File: config.mk
export PLATFORM = sky130hd
export DESIGN_NAME = oled_spi_tx_queue_flat
export DESIGN_NICKNAME = d
export VERILOG_FILES = /design/src/rtl/oled_spi_tx_queue_if.sv /design/src/rtl/oled_spi_tx_queue.sv /design/src/flat_wrapper.sv
export SDC_FILE = /design/constraint.sdc
export NUM_CORES = 1
export LEC_CHECK = 0
export ABC_AREA = 1
export CAP_MARGIN = 20
export CORE_ASPECT_RATIO = 0.5
export CORE_UTILIZATION = 51
export DETAILED_ROUTE_END_ITERATION = 8
export PLACE_DENSITY_LB_ADDON = 0.2
export SLEW_MARGIN = 20
export SYNTH_ARGS = -nofsm -noshare
export SYNTH_HDL_FRONTEND = slang
export SYNTH_SLANG_ARGS = --single-unit
File: constraint.sdc
create_clock -name clk_in -period 4.7 [get_ports clk_in]
set_input_delay 0.47 -clock clk_in [delete_from_list [all_inputs] [get_ports clk_in]]
set_output_delay 0.47 -clock clk_in [all_outputs]
set_load 0.05 [all_outputs]
File: src/rtl/oled_spi_tx_queue_if.sv
// oled_spi_tx_queue_if: producer-side queue handshake, status flags and the
// SSD1306 4-wire SPI pins of oled_spi_tx_queue, bundled as one interface.
// master = producer/board side, slave = the queue itself.
interface oled_spi_tx_queue_if #(
  parameter int DATA_W = 8,
  parameter int DEPTH  = 16
);
  localparam int LVL_W = $clog2(DEPTH) + 1;

  // producer handshake
  logic              push;
  logic [DATA_W-1:0] push_data;
  logic              push_dc;
  logic              push_last;

  // queue status
  logic              full;
  logic              empty;
  logic [LVL_W-1:0]  level;
  logic              overflow;
  logic              busy;

  // OLED pins
  logic              oled_csn;
  logic              oled_dc;
  logic              oled_clk;
  logic              oled_mosi;

  modport master (
    output push, push_data, push_dc, push_last,
    input  full, empty, level, overflow, busy,
    input  oled_csn, oled_dc, oled_clk, oled_mosi
  );

  modport slave (
    input  push, push_data, push_dc, push_last,
    output full, empty, level, overflow, busy,
    output oled_csn, oled_dc, oled_clk, oled_mosi
  );
endinterface

File: src/rtl/oled_spi_tx_queue.sv
// oled_spi_tx_queue: FIFO of {last, dc, word} entries serialised onto an
// SSD1306 4-wire SPI bus (CPOL=0, CPHA=0, MSB first). CS stays low across
// words until a last-flagged word completes, followed by a CS-high gap.
// Optional build macro OLED_SPI_TX_STATS_EN adds tx_count / drop_count.
module oled_spi_tx_queue #(
  parameter int DATA_W  = 8,
  parameter int DEPTH   = 16,
  parameter int CLK_DIV = 2,
  parameter int CS_GAP  = 4
) (
  input  logic                 clk_in,
  input  logic                 reset,
  oled_spi_tx_queue_if.slave   bus
`ifdef OLED_SPI_TX_STATS_EN
  ,
  output logic [15:0]          tx_count,
  output logic [7:0]           drop_count
`endif
);

  localparam int PTR_W   = $clog2(DEPTH);
  localparam int LVL_W   = PTR_W + 1;
  localparam int ENT_W   = DATA_W + 2;
  localparam int CNT_MAX = (CLK_DIV > CS_GAP) ? CLK_DIV : CS_GAP;
  localparam int CNT_W   = $clog2(CNT_MAX) + 1;
  localparam int HALF_W  = $clog2(2 * DATA_W);

  typedef enum logic [2:0] {
    S_IDLE,
    S_SETUP,
    S_SHIFT,
    S_NEXT,
    S_HOLD,
    S_GAP
  } state_t;

  // FIFO storage and bookkeeping
  logic [ENT_W-1:0]  r_mem [DEPTH];
  logic [PTR_W-1:0]  r_wr_ptr;
  logic [PTR_W-1:0]  r_rd_ptr;
  logic [LVL_W-1:0]  r_level;
  logic              r_full;
  logic              r_empty;
  logic              r_overflow;

  logic              w_push_ok;
  logic              w_drop;
  logic              w_pop;
  logic [LVL_W-1:0]  w_level_next;
  logic [ENT_W-1:0]  w_head;

  // serialiser state
  state_t            r_state;
  state_t            w_state_next;
  logic [CNT_W-1:0]  r_cnt;
  logic [CNT_W-1:0]  w_cnt_next;
  logic [HALF_W-1:0] r_half;
  logic [HALF_W-1:0] w_half_next;
  logic [DATA_W-1:0] r_shift;
  logic [DATA_W-1:0] w_shift_next;
  logic              r_last;
  logic              w_last_next;
  logic              r_csn;
  logic              w_csn_next;
  logic              r_sck;
  logic              w_sck_next;
  logic              r_mosi;
  logic              w_mosi_next;
  logic              r_dc;
  logic              w_dc_next;

  // Head entry is read combinationally so it can be loaded in the pop cycle.
  assign w_head    = r_mem[r_rd_ptr];
  // full is registered, so a push seen while full is dropped even if the
  // serialiser pops in the same cycle.
  assign w_push_ok = bus.push & ~r_full;
  assign w_drop    = bus.push & r_full;

  // Level update: push and pop in one cycle cancel out.
  always_comb begin
    w_level_next = r_level;
    if (w_push_ok && !w_pop) begin
      w_level_next = r_level + LVL_W'(1);
    end else if (!w_push_ok && w_pop) begin
      w_level_next = r_level - LVL_W'(1);
    end
  end

  // FIFO write port (storage is not reset; only pointers and flags are).
  always_ff @(posedge clk_in) begin
    if (w_push_ok) begin
      r_mem[r_wr_ptr] <= {bus.push_last, bus.push_dc, bus.push_data};
    end
  end

  // FIFO pointers, level, flags and the sticky overflow bit.
  always_ff @(posedge clk_in) begin
    if (reset) begin
      r_wr_ptr   <= '0;
      r_rd_ptr   <= '0;
      r_level    <= '0;
      r_full     <= 1'b0;
      r_empty    <= 1'b1;
      r_overflow <= 1'b0;
    end else begin
      if (w_push_ok) begin
        r_wr_ptr <= r_wr_ptr + PTR_W'(1);
      end
      if (w_pop) begin
        r_rd_ptr <= r_rd_ptr + PTR_W'(1);
      end
      r_level <= w_level_next;
      r_full  <= (w_level_next == LVL_W'(DEPTH));
      r_empty <= (w_level_next == '0);
      if (w_drop) begin
        r_overflow <= 1'b1;
      end
    end
  end

  // Serialiser next-state and next-output logic.
  always_comb begin
    w_state_next = r_state;
    w_cnt_next   = r_cnt;
    w_half_next  = r_half;
    w_shift_next = r_shift;
    w_last_next  = r_last;
    w_csn_next   = r_csn;
    w_sck_next   = r_sck;
    w_mosi_next  = r_mosi;
    w_dc_next    = r_dc;
    w_pop        = 1'b0;

    case (r_state)
      S_IDLE, S_HOLD: begin
        w_csn_next = (r_state == S_IDLE) ? 1'b1 : 1'b0;
        w_sck_next = 1'b0;
        if (!r_empty) begin
          w_pop        = 1'b1;
          w_shift_next = w_head[DATA_W-1:0];
          w_mosi_next  = w_head[DATA_W-1];
          w_dc_next    = w_head[DATA_W];
          w_last_next  = w_head[DATA_W+1];
          w_csn_next   = 1'b0;
          w_cnt_next   = '0;
          w_state_next = S_SETUP;
        end
      end

      S_SETUP: begin
        // MOSI already holds the MSB; give it a half period before SCK rises.
        if (r_cnt == CNT_W'(CLK_DIV - 1)) begin
          w_cnt_next   = '0;
          w_half_next  = '0;
          w_sck_next   = 1'b1;
          w_state_next = S_SHIFT;
        end else begin
          w_cnt_next = r_cnt + CNT_W'(1);
        end
      end

      S_SHIFT: begin
        // r_half counts SCK half periods; even halves are SCK high.
        if (r_cnt == CNT_W'(CLK_DIV - 1)) begin
          w_cnt_next = '0;
          if (r_half == HALF_W'(2 * DATA_W - 1)) begin
            // Final low half period done: word complete, SCK already low.
            w_state_next = S_NEXT;
            if (r_last) begin
              w_csn_next = 1'b1;
            end
          end else begin
            w_half_next = r_half + HALF_W'(1);
            w_sck_next  = ~r_sck;
            // Falling edge: present the next bit, except after the last bit.
            if (r_sck && (r_half != HALF_W'(2 * DATA_W - 2))) begin
              w_shift_next = {r_shift[DATA_W-2:0], 1'b0};
              w_mosi_next  = r_shift[DATA_W-2];
            end
          end
        end else begin
          w_cnt_next = r_cnt + CNT_W'(1);
        end
      end

      S_NEXT: begin
        w_sck_next = 1'b0;
        if (r_last) begin
          w_csn_next   = 1'b1;
          w_mosi_next  = 1'b0;
          w_cnt_next   = '0;
          w_state_next = S_GAP;
        end else if (!r_empty) begin
          // Chain the next word without releasing CS.
          w_pop        = 1'b1;
          w_shift_next = w_head[DATA_W-1:0];
          w_mosi_next  = w_head[DATA_W-1];
          w_dc_next    = w_head[DATA_W];
          w_last_next  = w_head[DATA_W+1];
          w_csn_next   = 1'b0;
          w_cnt_next   = '0;
          w_state_next = S_SETUP;
        end else begin
          w_state_next = S_HOLD;
        end
      end

      S_GAP: begin
        w_csn_next = 1'b1;
        w_sck_next = 1'b0;
        if (r_cnt == CNT_W'(CS_GAP - 1)) begin
          w_cnt_next   = '0;
          w_state_next = S_IDLE;
        end else begin
          w_cnt_next = r_cnt + CNT_W'(1);
        end
      end

      default: begin
        w_state_next = S_IDLE;
        w_csn_next   = 1'b1;
        w_sck_next   = 1'b0;
      end
    endcase
  end

  // Serialiser state and pin registers; reset aborts any word in flight.
  always_ff @(posedge clk_in) begin
    if (reset) begin
      r_state <= S_IDLE;
      r_cnt   <= '0;
      r_half  <= '0;
      r_shift <= '0;
      r_last  <= 1'b0;
      r_csn   <= 1'b1;
      r_sck   <= 1'b0;
      r_mosi  <= 1'b0;
      r_dc    <= 1'b0;
    end else begin
      r_state <= w_state_next;
      r_cnt   <= w_cnt_next;
      r_half  <= w_half_next;
      r_shift <= w_shift_next;
      r_last  <= w_last_next;
      r_csn   <= w_csn_next;
      r_sck   <= w_sck_next;
      r_mosi  <= w_mosi_next;
      r_dc    <= w_dc_next;
    end
  end

  assign bus.full      = r_full;
  assign bus.empty     = r_empty;
  assign bus.level     = r_level;
  assign bus.overflow  = r_overflow;
  assign bus.busy      = (r_state != S_IDLE);
  assign bus.oled_csn  = r_csn;
  assign bus.oled_dc   = r_dc;
  assign bus.oled_clk  = r_sck;
  assign bus.oled_mosi = r_mosi;

`ifdef OLED_SPI_TX_STATS_EN
  logic [15:0] r_tx_count;
  logic [7:0]  r_drop_count;

  // Completed-word counter (wraps) and dropped-push counter (saturates).
  always_ff @(posedge clk_in) begin
    if (reset) begin
      r_tx_count   <= '0;
      r_drop_count <= '0;
    end else begin
      if (r_state == S_NEXT) begin
        r_tx_count <= r_tx_count + 16'd1;
      end
      if (w_drop && (r_drop_count != 8'hFF)) begin
        r_drop_count <= r_drop_count + 8'd1;
      end
    end
  end

  assign tx_count   = r_tx_count;
  assign drop_count = r_drop_count;
`endif

endmodule

File: src/flat_wrapper.sv
// flat-port wrapper written by rule: the top's interface ports become plain ports
module oled_spi_tx_queue_flat 
#(
  parameter int DATA_W  = 8,
  parameter int DEPTH   = 16,
  parameter int CLK_DIV = 2,
  parameter int CS_GAP  = 4
)
  (clk_in, reset, bus_push, bus_push_data, bus_push_dc, bus_push_last, bus_full, bus_empty, bus_level, bus_overflow, bus_busy, bus_oled_csn, bus_oled_dc, bus_oled_clk, bus_oled_mosi);
  oled_spi_tx_queue_if #(.DATA_W(DATA_W), .DEPTH(DEPTH)) bus_i ();
  input  logic clk_in;
  input  logic reset;
  input wire logic [$bits(bus_i.push)-1:0] bus_push;
  input wire logic [$bits(bus_i.push_data)-1:0] bus_push_data;
  input wire logic [$bits(bus_i.push_dc)-1:0] bus_push_dc;
  input wire logic [$bits(bus_i.push_last)-1:0] bus_push_last;
  output wire logic [$bits(bus_i.full)-1:0] bus_full;
  output wire logic [$bits(bus_i.empty)-1:0] bus_empty;
  output wire logic [$bits(bus_i.level)-1:0] bus_level;
  output wire logic [$bits(bus_i.overflow)-1:0] bus_overflow;
  output wire logic [$bits(bus_i.busy)-1:0] bus_busy;
  output wire logic [$bits(bus_i.oled_csn)-1:0] bus_oled_csn;
  output wire logic [$bits(bus_i.oled_dc)-1:0] bus_oled_dc;
  output wire logic [$bits(bus_i.oled_clk)-1:0] bus_oled_clk;
  output wire logic [$bits(bus_i.oled_mosi)-1:0] bus_oled_mosi;
  assign bus_i.push = bus_push;
  assign bus_i.push_data = bus_push_data;
  assign bus_i.push_dc = bus_push_dc;
  assign bus_i.push_last = bus_push_last;
  assign bus_full = bus_i.full;
  assign bus_empty = bus_i.empty;
  assign bus_level = bus_i.level;
  assign bus_overflow = bus_i.overflow;
  assign bus_busy = bus_i.busy;
  assign bus_oled_csn = bus_i.oled_csn;
  assign bus_oled_dc = bus_i.oled_dc;
  assign bus_oled_clk = bus_i.oled_clk;
  assign bus_oled_mosi = bus_i.oled_mosi;
  oled_spi_tx_queue #(.DATA_W(DATA_W), .DEPTH(DEPTH), .CLK_DIV(CLK_DIV), .CS_GAP(CS_GAP)) u_core (.clk_in(clk_in), .reset(reset), .bus(bus_i));
endmodule
# Word-level counts from Yosys, hierarchy flattened
# Memory sizes are Yosys's and may differ from the RTL's. A register that Yosys moved wholly into a read port is not among the register bits.
# Index checks and enable logic that the tools add are counted.
[classes]
add_sub_neg = 6
eq_ne = 20
muxes = 57
n_bitwise = 5
reduce_logical = 22
[ops]
columns = ["operator", "n"]
rows = [
  ["$mux W8", 5],
  ["$mux W3", 11],
  ["$mux W1", 24],
  ["$pmux W8 S3", 1],
  ["$mux W4", 5],
  ["$pmux W3 S5", 1],
  ["$reduce_and A5 Y1", 3],
  ["$add A4 B1 Y4 const B", 3],
  ["$ne A2 B1 Y1 const B", 6],
  ["$pmux W3 S4", 1],
  ["$mux W5", 2],
  ["$eq A3 B2 Y1 const B", 3],
  ["$pmux W1 S2", 4],
  ["$pmux W4 S2", 1],
  ["$reduce_and A4 Y1", 2],
  ["$eq A3 B1 Y1 const B", 2],
  ["$eq A3 B3 Y1 const B", 2],
  ["$ne A2 B2 Y1 const B", 3],
  ["$reduce_bool A3 Y1", 2],
  ["$add A5 B1 Y5 const B", 1],
  ["$eq A5 B5 Y1 const B", 1],
  ["$logic_not A5 Y1", 1],
  ["$sub A5 B1 Y5 const B", 1],
  ["$eq A4 B4 Y1 const B", 1],
  ["15 further kinds", 24],
]
[word_totals]
ff_bits = 39
ramBits = 160
in_bits = 13
elab_cells = 126
n_memories = 1
[memory_table]
columns = ["memory", "depth", "word_bits", "read_ports", "rd_clocked_by_memory_dff", "write_ports", "line", "source"]
rows = [
  ["u_core.r_mem", 16, 10, 1, 1, 1, "oled_spi_tx_queue.sv:38", "logic [ENT_W-1:0] r_mem [DEPTH];"],
]

# Longest topological paths before layout
# Gate-level depths: netlist of run 1.
[logic_depth]
ltp_word = 7
ltp_mapped = 12
mapped_depth_nobuf = 12

# Worst setup path after synthesis of run 1
# No wires, ideal clock.
[synth_path]
path_type = "reg-to-reg"
from = "register u_core.r_full (netlist: u_core.bus.full)"
to = "memory u_core.r_mem[11][0] (netlist bit), enable pin"
setup_time_ns = 0.376
arrival_time_ns = 1.623
t_required_ns = 4.324
setup_slack_ns = 2.701
path_stages_with_launch = 6
n_path_buf = 0
cell_sequence = "dfxtp_1 nor2_2 inv_2 nor2_1 nand2_1 nor2_1"
[synth_between]
elab_chain_cells = 4
[synth_rtl]
columns = ["element", "line", "source"]
rows = [
  ["start, declared", "oled_spi_tx_queue.sv:42", "logic r_full;"],
  ["start signal, assigned", "oled_spi_tx_queue.sv:113", "r_full <= (w_level_next == LVL_W'(DEPTH));"],
  ["$not A1 Y1", "oled_spi_tx_queue.sv:76", "assign w_push_ok = bus.push & ~r_full;"],
  ["$and A1 B1 Y1", "oled_spi_tx_queue.sv:76", ""],
  ["$mux W1", "oled_spi_tx_queue.sv:91", "if (w_push_ok) begin"],
  ["$mux W1 (not written as such)", "oled_spi_tx_queue.sv:92", "r_mem[r_wr_ptr] <= {bus.push_last, bus.push_dc, bus.push_data};"],
  ["end, declared", "oled_spi_tx_queue.sv:38", ""],
]
# Every way passes these cells.

# Worst setup path after layout of run 1
[layout_path]
from = "input port bus_push"
to = "memory u_core.r_mem[3][8] (netlist bit), enable pin"
[layout_between]
elab_chain_cells = 3
[layout_rtl]
columns = ["element", "line", "source"]
rows = [
  ["start, declared", "flat_wrapper.sv:13", "input wire logic [$bits(bus_i.push)-1:0] bus_push;"],
  ["$and A1 B1 Y1", "oled_spi_tx_queue.sv:76", ""],
  ["$mux W1", "oled_spi_tx_queue.sv:91", ""],
  ["$mux W1 (not written as such)", "oled_spi_tx_queue.sv:92", ""],
]
# Every way passes these cells.

==> results of run 1 <==
-- through the flow --
step | instances | total power, mW | instance area [um^2]
detailed placement | 1065 | 3.96 | 9120
CTS | 1098 | 5.46 | 9720
finish | 1098 | 5.45 | 9720
floorplan | 846 | 3.51 | 8730
global placement | 1065 | 3.93 | 9120
global route | 1098 | 5.74 | 9720
-- layout make-up --
type	count	area share [%]
sequential	202	58.1
clock inverter	10	1.03
inverter	63	2.44
timing repair buffer	31	3.04
tap	227	2.92
clock buffer	23	5.15
multi-input combinational	542	27.3
-- placed cells by master, fill, tap and decap left out, drive strengths merged --
cell type / n
clkinv: 10
inv: 61
a21oi: 38
a31oi: 1
nand2: 147
nor3: 2
buf: 6
bufinv: 2
edfxtp: 160
nand4: 6
clkdlybuf4s50: 25
o21ai: 62
o21a: 2
o211ai: 27
clkbuf: 23
a2bb2oi: 1
xor2: 4
ha: 13
nand3b: 1
or2: 3
dfxtp: 42
nor2: 151
nand3: 84
-- logic make-up after synthesis --
group / after synthesis / synth area share, %
buffers and inverters: 102 / 4.87
DFF: 202 / 64.7
and+or+nand+nor: 394 / 19.6
adders and majority gates: 13 / 1.86
xor gates and xnor gates: 4 / 0.401
AOI/OAI and AO/OA: 131 / 8.61
-- power by group through the flow --
stage | Sequential [mW] | Combinational (mW) | Clock (mW)
2_1_floorplan | 2.28 | 1.23 | 0
3_3_place_gp | 2.19 | 1.74 | 0
3_5_place_dp | 2.19 | 1.76 | 0
4_1_cts | 2.16 | 1.78 | 1.53
5_1_grt | 2.17 | 1.97 | 1.60
6_report | 2.16 | 1.78 | 1.51
-- flip-flops by register name, summed over array words and instances (netlist names), named ones only --
register / count
u_core.bus.oled_clk: 1
u_core.r_cnt: 3
u_core.bus.oled_mosi: 1
u_core.bus.oled_dc: 1
u_core.bus.empty: 1
u_core.r_last: 1
u_core.r_shift: 7
u_core.r_rd_ptr: 4
u_core.r_wr_ptr: 4
u_core.r_state: 3
u_core.bus.full: 1
u_core.bus.level: 5
u_core.bus.oled_csn: 1
u_core.r_mem: 160
u_core.bus.overflow: 1
u_core.r_half: 4
-- worst paths after layout --
| path | startpoint | to | slack [ns] | cells after the start |
|---|---|---|---|---|
| hold / removal | u_core.bus.overflow | u_core.bus.overflow | 0.47 | 2 |
| setup / recovery | bus_push | u_core.r_mem[3][8] | 2.22 | 7 |
| hold reg to reg | u_core.bus.overflow | u_core.bus.overflow | 0.47 | 2 |
| setup reg to reg | u_core.bus.full | u_core.r_mem[3][8] | 2.38 | 5 |
-- worst max-delay path, stage by stage --
cell	delay, ns
clkdlybuf4s50_1	0.48
inv_1	0.05
nor2_2	0.40
inv_2	0.22
nor2_1	0.17
nand2_1	0.10
nor2_1	0.69
-- per-layer routing --
layer  part of all wire, %  track usage [%]  routed length [um]  up-vias
met4                   2.0             6.15                 389        0
met1                    46             34.0                9270     2892
met5                     0                0                   0        -
met3                   8.1             3.98                1610       33
met2                    43             34.8                8670      236
li1                      -                -                   -     2918
==> results.toml, run 1 <==
[die]
dieArea_um2 = 17700
core_um2 = 16600
start_util_pct = 52.7
die_y_um = 94.5
num_rows = 33
die_width_um = 187
io_pins = 26

[clock_network]
cts_root_buffer = "clkbuf_16"
cts_buffers = 19
htreeDepth = 1
path_clk_slew_ns = 0.06
post_cts_buffers = 0
cts_tree = "built"
postCtsHoldBufs = 0
cts_max_path_buffers = 3
worstSkewPairLatency_ns = 0.50
cts_sinks = 202
cts_resized = 0

[critical_path]
crit_required_ns = 4.80
crit_path_end_kind = "register"
crit_arrival_ns = 2.59
cp_max_fo = 10
crit_type = "in2reg"
cp-start-kind = "primary input"

[sta]
worst_slew_pin_slew_ns = 1.04
slew_viol_final = 0
finClkSkew_ns = 0.0260
fin_hold_ws_ns = 0.470
period_share_pct = 52.8
relSlewSlack_pct = 30.7
fin_ws_ns = 2.22
final.setup.tns_ns = 0
finalSetupViolCount = 0
max_clock_freq_mhz = 403
hold_viol = 0
period_needed_ns = 2.48
rsz0062_at_grt = "false"

[synthesis]
synthesis.nets = 872
avgSynthCellArea_um2 = 10.3
synthTopCellsByCount = "edfxtp_1 (160), nor2_1 (140), nand2_1 (138), nand3_1 (82), o21ai_0 (60)"
synth_edf_count = 160
yosysMostFrequentCell = "edfxtp_1"
synth_top_area_share_pct = 55.0
yosysSeqAreaShare_pct = 64.7
synth_ff_type = "edfxtp_1"
postSynthCellCount = 846
ys_ff_latch = 202
yosys_warnings = 0
async_flop_share_pct = 0
syn_area_um2 = 8730
yosys.area.top_type = "edfxtp_1"
synth_area_leaders = "edfxtp_1 (55%), dfxtp_1 (9.6%), nor2_1 (6.0%), nand2_1 (5.9%), nand3_1 (4.7%)"
yosys.cell_types.count = 34

[pwr]
clkPwrFrac_pct = 27.7
p_comb_share_pct = 32.6
p_int_mw = 3.48
seq_power_share_pct = 39.6
vdd_drop_max_uv = 386
leakagePower_nw = 3.56
power.density_nw_per_um2 = 560
p_sw_mw = 1.97
switching_share_pct = 36.2

[detailed_routing]
firstDrtPassIters = 5
ant_nets = 0
vias = 6079
drt-total-wl_um = 19900
avgViaCountPerCell = 5.54
drt_iter0_drc = 492
route.detailed.drc = 0
routedWlPerCell_um = 18.2

[global_route]
grt_usage_pct = 22.9
grt_max_degree = 98
antenna_found_initial = 0
grt-ovfl-total = 0
grt_pass1_vias = 5584
grt_pass1_wl_um = 30500

[layout]
drive_above_1_share_pct = 8.04
regArea_um2 = 5650
fin_nets = 885
antenna_cells = 0
syn_to_final_growth_pct = 11.4
multiInputGateArea_um2 = 2660
fin_util_pct = 58.7
fill_cells = 1380

[worst_hold_path]
min_path_type = "reg2reg"

[run]
maxCapViolCount = 0

[place]
hpwl_um = 12500
dp_slack_ns = 1.73
gp_congestion = 0.814
port_buffers = 25

[run_status]
status = "finished, final reports clean"
Note: power is estimated with default switching activity, not from simulation.
==> inputs of run 2 (changes only) <==
==> constraint.sdc (replaced) <==
create_clock -name clk_in -period 2.2 [get_ports clk_in]
set_input_delay 0.22 -clock clk_in [delete_from_list [all_inputs] [get_ports clk_in]]
set_output_delay 0.22 -clock clk_in [all_outputs]
set_load 0.05 [all_outputs]
==> run 2 against run 1 <==
Net effect:
- combinational power up 120%
- cell area up 3.6%
- worst setup slack worse by 2.0 ns
- global-route usage up 0.79 points
- sequential share of layout area down 2.0 points
- via count up 2.2%
- core utilization up 2.1 points
- largest cell class unchanged
- highest routed layer unchanged
==> results.toml, run 2 (synthesis results as in run 1) <==
[run_status]
status = "finished, final reports clean"

[pwr]
vdd_drop_max_uv = 850
power.density_nw_per_um2 = 1200
p_comb_share_pct = 33.2
switching_share_pct = 35.5
seq_power_share_pct = 38.3
power_mw = 12.0
p_sw_mw = 4.28
leakagePower_nw = 3.78
p_int_mw = 7.76
clkPwrFrac_pct = 28.5

[global_route]
grt-ovfl-total = 0
grt_max_degree = 52
grt_usage_pct = 23.7
antenna_found_initial = 0
grt_pass1_wl_um = 31700
grt_pass1_vias = 5826

[critical_path]
reg2reg_depth = 8
crit_required_ns = 1.98
reg2reg_to = "u_core.r_shift[3]"
cp-start-kind = "register"
crit_type = "reg2out"
critPathTopFamily = "buffers and inverters"
crit_arrival_ns = 1.77
cp_cell_sequence = "clkdlybuf4s50_1"
reg2reg_from = "u_core.r_state[2]"
slowest_delay_ns = 0.84
crit_buf_inv = 1
cp_max_fo = 6
crit_path_end_kind = "output pin"
critPathSlowestCell = "clkdlybuf4s50_1"
rrSetupSlack_ns = 0.42

[sta]
final.setup.tns_ns = 0
period_needed_ns = 1.99
hold_viol = 0
max_clock_freq_mhz = 504
rsz0062_at_grt = "false"
fin_hold_ws_ns = 0.371
period_share_pct = 90.2
finClkSkew_ns = 0.0117
relSlewSlack_pct = 56.2
finalSetupViolCount = 0
worst_slew_pin_slew_ns = 0.655
slew_viol_final = 0

[detailed_routing]
drt-total-wl_um = 20300
routedWlPerCell_um = 17.9
avgViaCountPerCell = 5.49
firstDrtPassIters = 5
vias = 6211
drt_iter0_drc = 681
ant_nets = 0
route.detailed.drc = 0

[die]
io_pins = 26
core_um2 = 16600
die_width_um = 187
die_y_um = 94.5
num_rows = 33
dieArea_um2 = 17700
start_util_pct = 52.7

[place]
hpwl_um = 13100
port_buffers = 25
gp_congestion = 0.858

[run]
maxCapViolCount = 0

[layout]
fin_nets = 919
final_common_cell = "edfxtp_1"
fill_cells = 1342
layout_common_cells = "edfxtp_1 (160), nor2_1 (140), nand2_1 (138), nand3_1 (82), o21ai_0 (60)"
drive_above_1_share_pct = 11.6
syn_to_final_growth_pct = 15.4
largest-register = "u_core.r_mem"
antenna_cells = 0
largest_register_ffs = 160

[worst_hold_path]
hold_start = "bus_push"
min_path_type = "in2reg"
hold_end = "u_core.bus.overflow"
min_path_cells = 3

[clock_network]
worstSkewPairLatency_ns = 0.49
path_clk_slew_ns = 0.07
cts_root_buffer = "clkbuf_16"
cts_sinks = 202
cts_max_path_buffers = 3
cts_tree = "built"
cts_buffers = 19
htreeDepth = 1
post_cts_buffers = 0
[run 2: how the worst max path moves through the flow]
stage	startpoint	to	slack, ns	cells after the start
6_report	u_core.bus.level[0]	bus_level[0]	0.21	1
3_5_place_dp	bus_push	u_core.r_mem[3][3]	0.26	8
5_1_grt	u_core.bus.level[0]	bus_level[0]	0.15	1
4_1_cts	u_core.bus.level[0]	bus_level[0]	0.19	1
2_1_floorplan	u_core.bus.full	u_core.r_mem[11][0]	0.20	5
3_3_place_gp	bus_push	u_core.r_mem[3][3]	0.25	8
[run 2: final cells by class]
cell class	count	area, um^2	share of cell area [%]
Clock buffer	21	483	4.80
Clock inverter	12	163	1.61
Inverter	63	238	2.36
Multi-Input combinational cell	542	2660	26.4
Sequential cell	202	5650	56.1
Tap cell	227	284	2.82
Timing Repair Buffer	65	599	5.95
[run 2: layer usage]
metal / vias to the layer above / wire (um) / global-route usage (%)
li1: 2988 / - / -
met5: - / 0 / 0
met2: 242 / 8560 / 35.5
met4: 0 / 438 / 6.69
met1: 2951 / 9730 / 35.5
met3: 30 / 1580 / 3.86
[run 2: repair_timing]
| item | 4_1_cts | 5_1_grt |
|---|---|---|
| resized for setup | 1 | 0 |
| hold buffers | 0 | 0 |
| endpoints found under the setup margin | 1 | 0 |
[run 2: power groups by stage]
stage | clock (mW) | combinational, mW | sequential [mW]
floorplan | 0 | 2.62 | 4.87
global placement | 0 | 3.89 | 4.67
detailed placement | 0 | 3.96 | 4.68
CTS | 3.48 | 3.97 | 4.60
global route | 3.63 | 4.41 | 4.64
finish | 3.43 | 4.00 | 4.61
[run 2: per-stage QoR]
stage          cell area, um^2  setup slack (ns)  instances  utilization [%]
3_3_place_gp              9430             0.249       1099             56.9
4_1_cts                  10100             0.195       1132             60.8
6_report                 10100             0.215       1132             60.8
2_1_floorplan             8730             0.201        846                -
5_1_grt                  10100             0.149       1132             60.8
3_5_place_dp              9430             0.261       1099             56.9
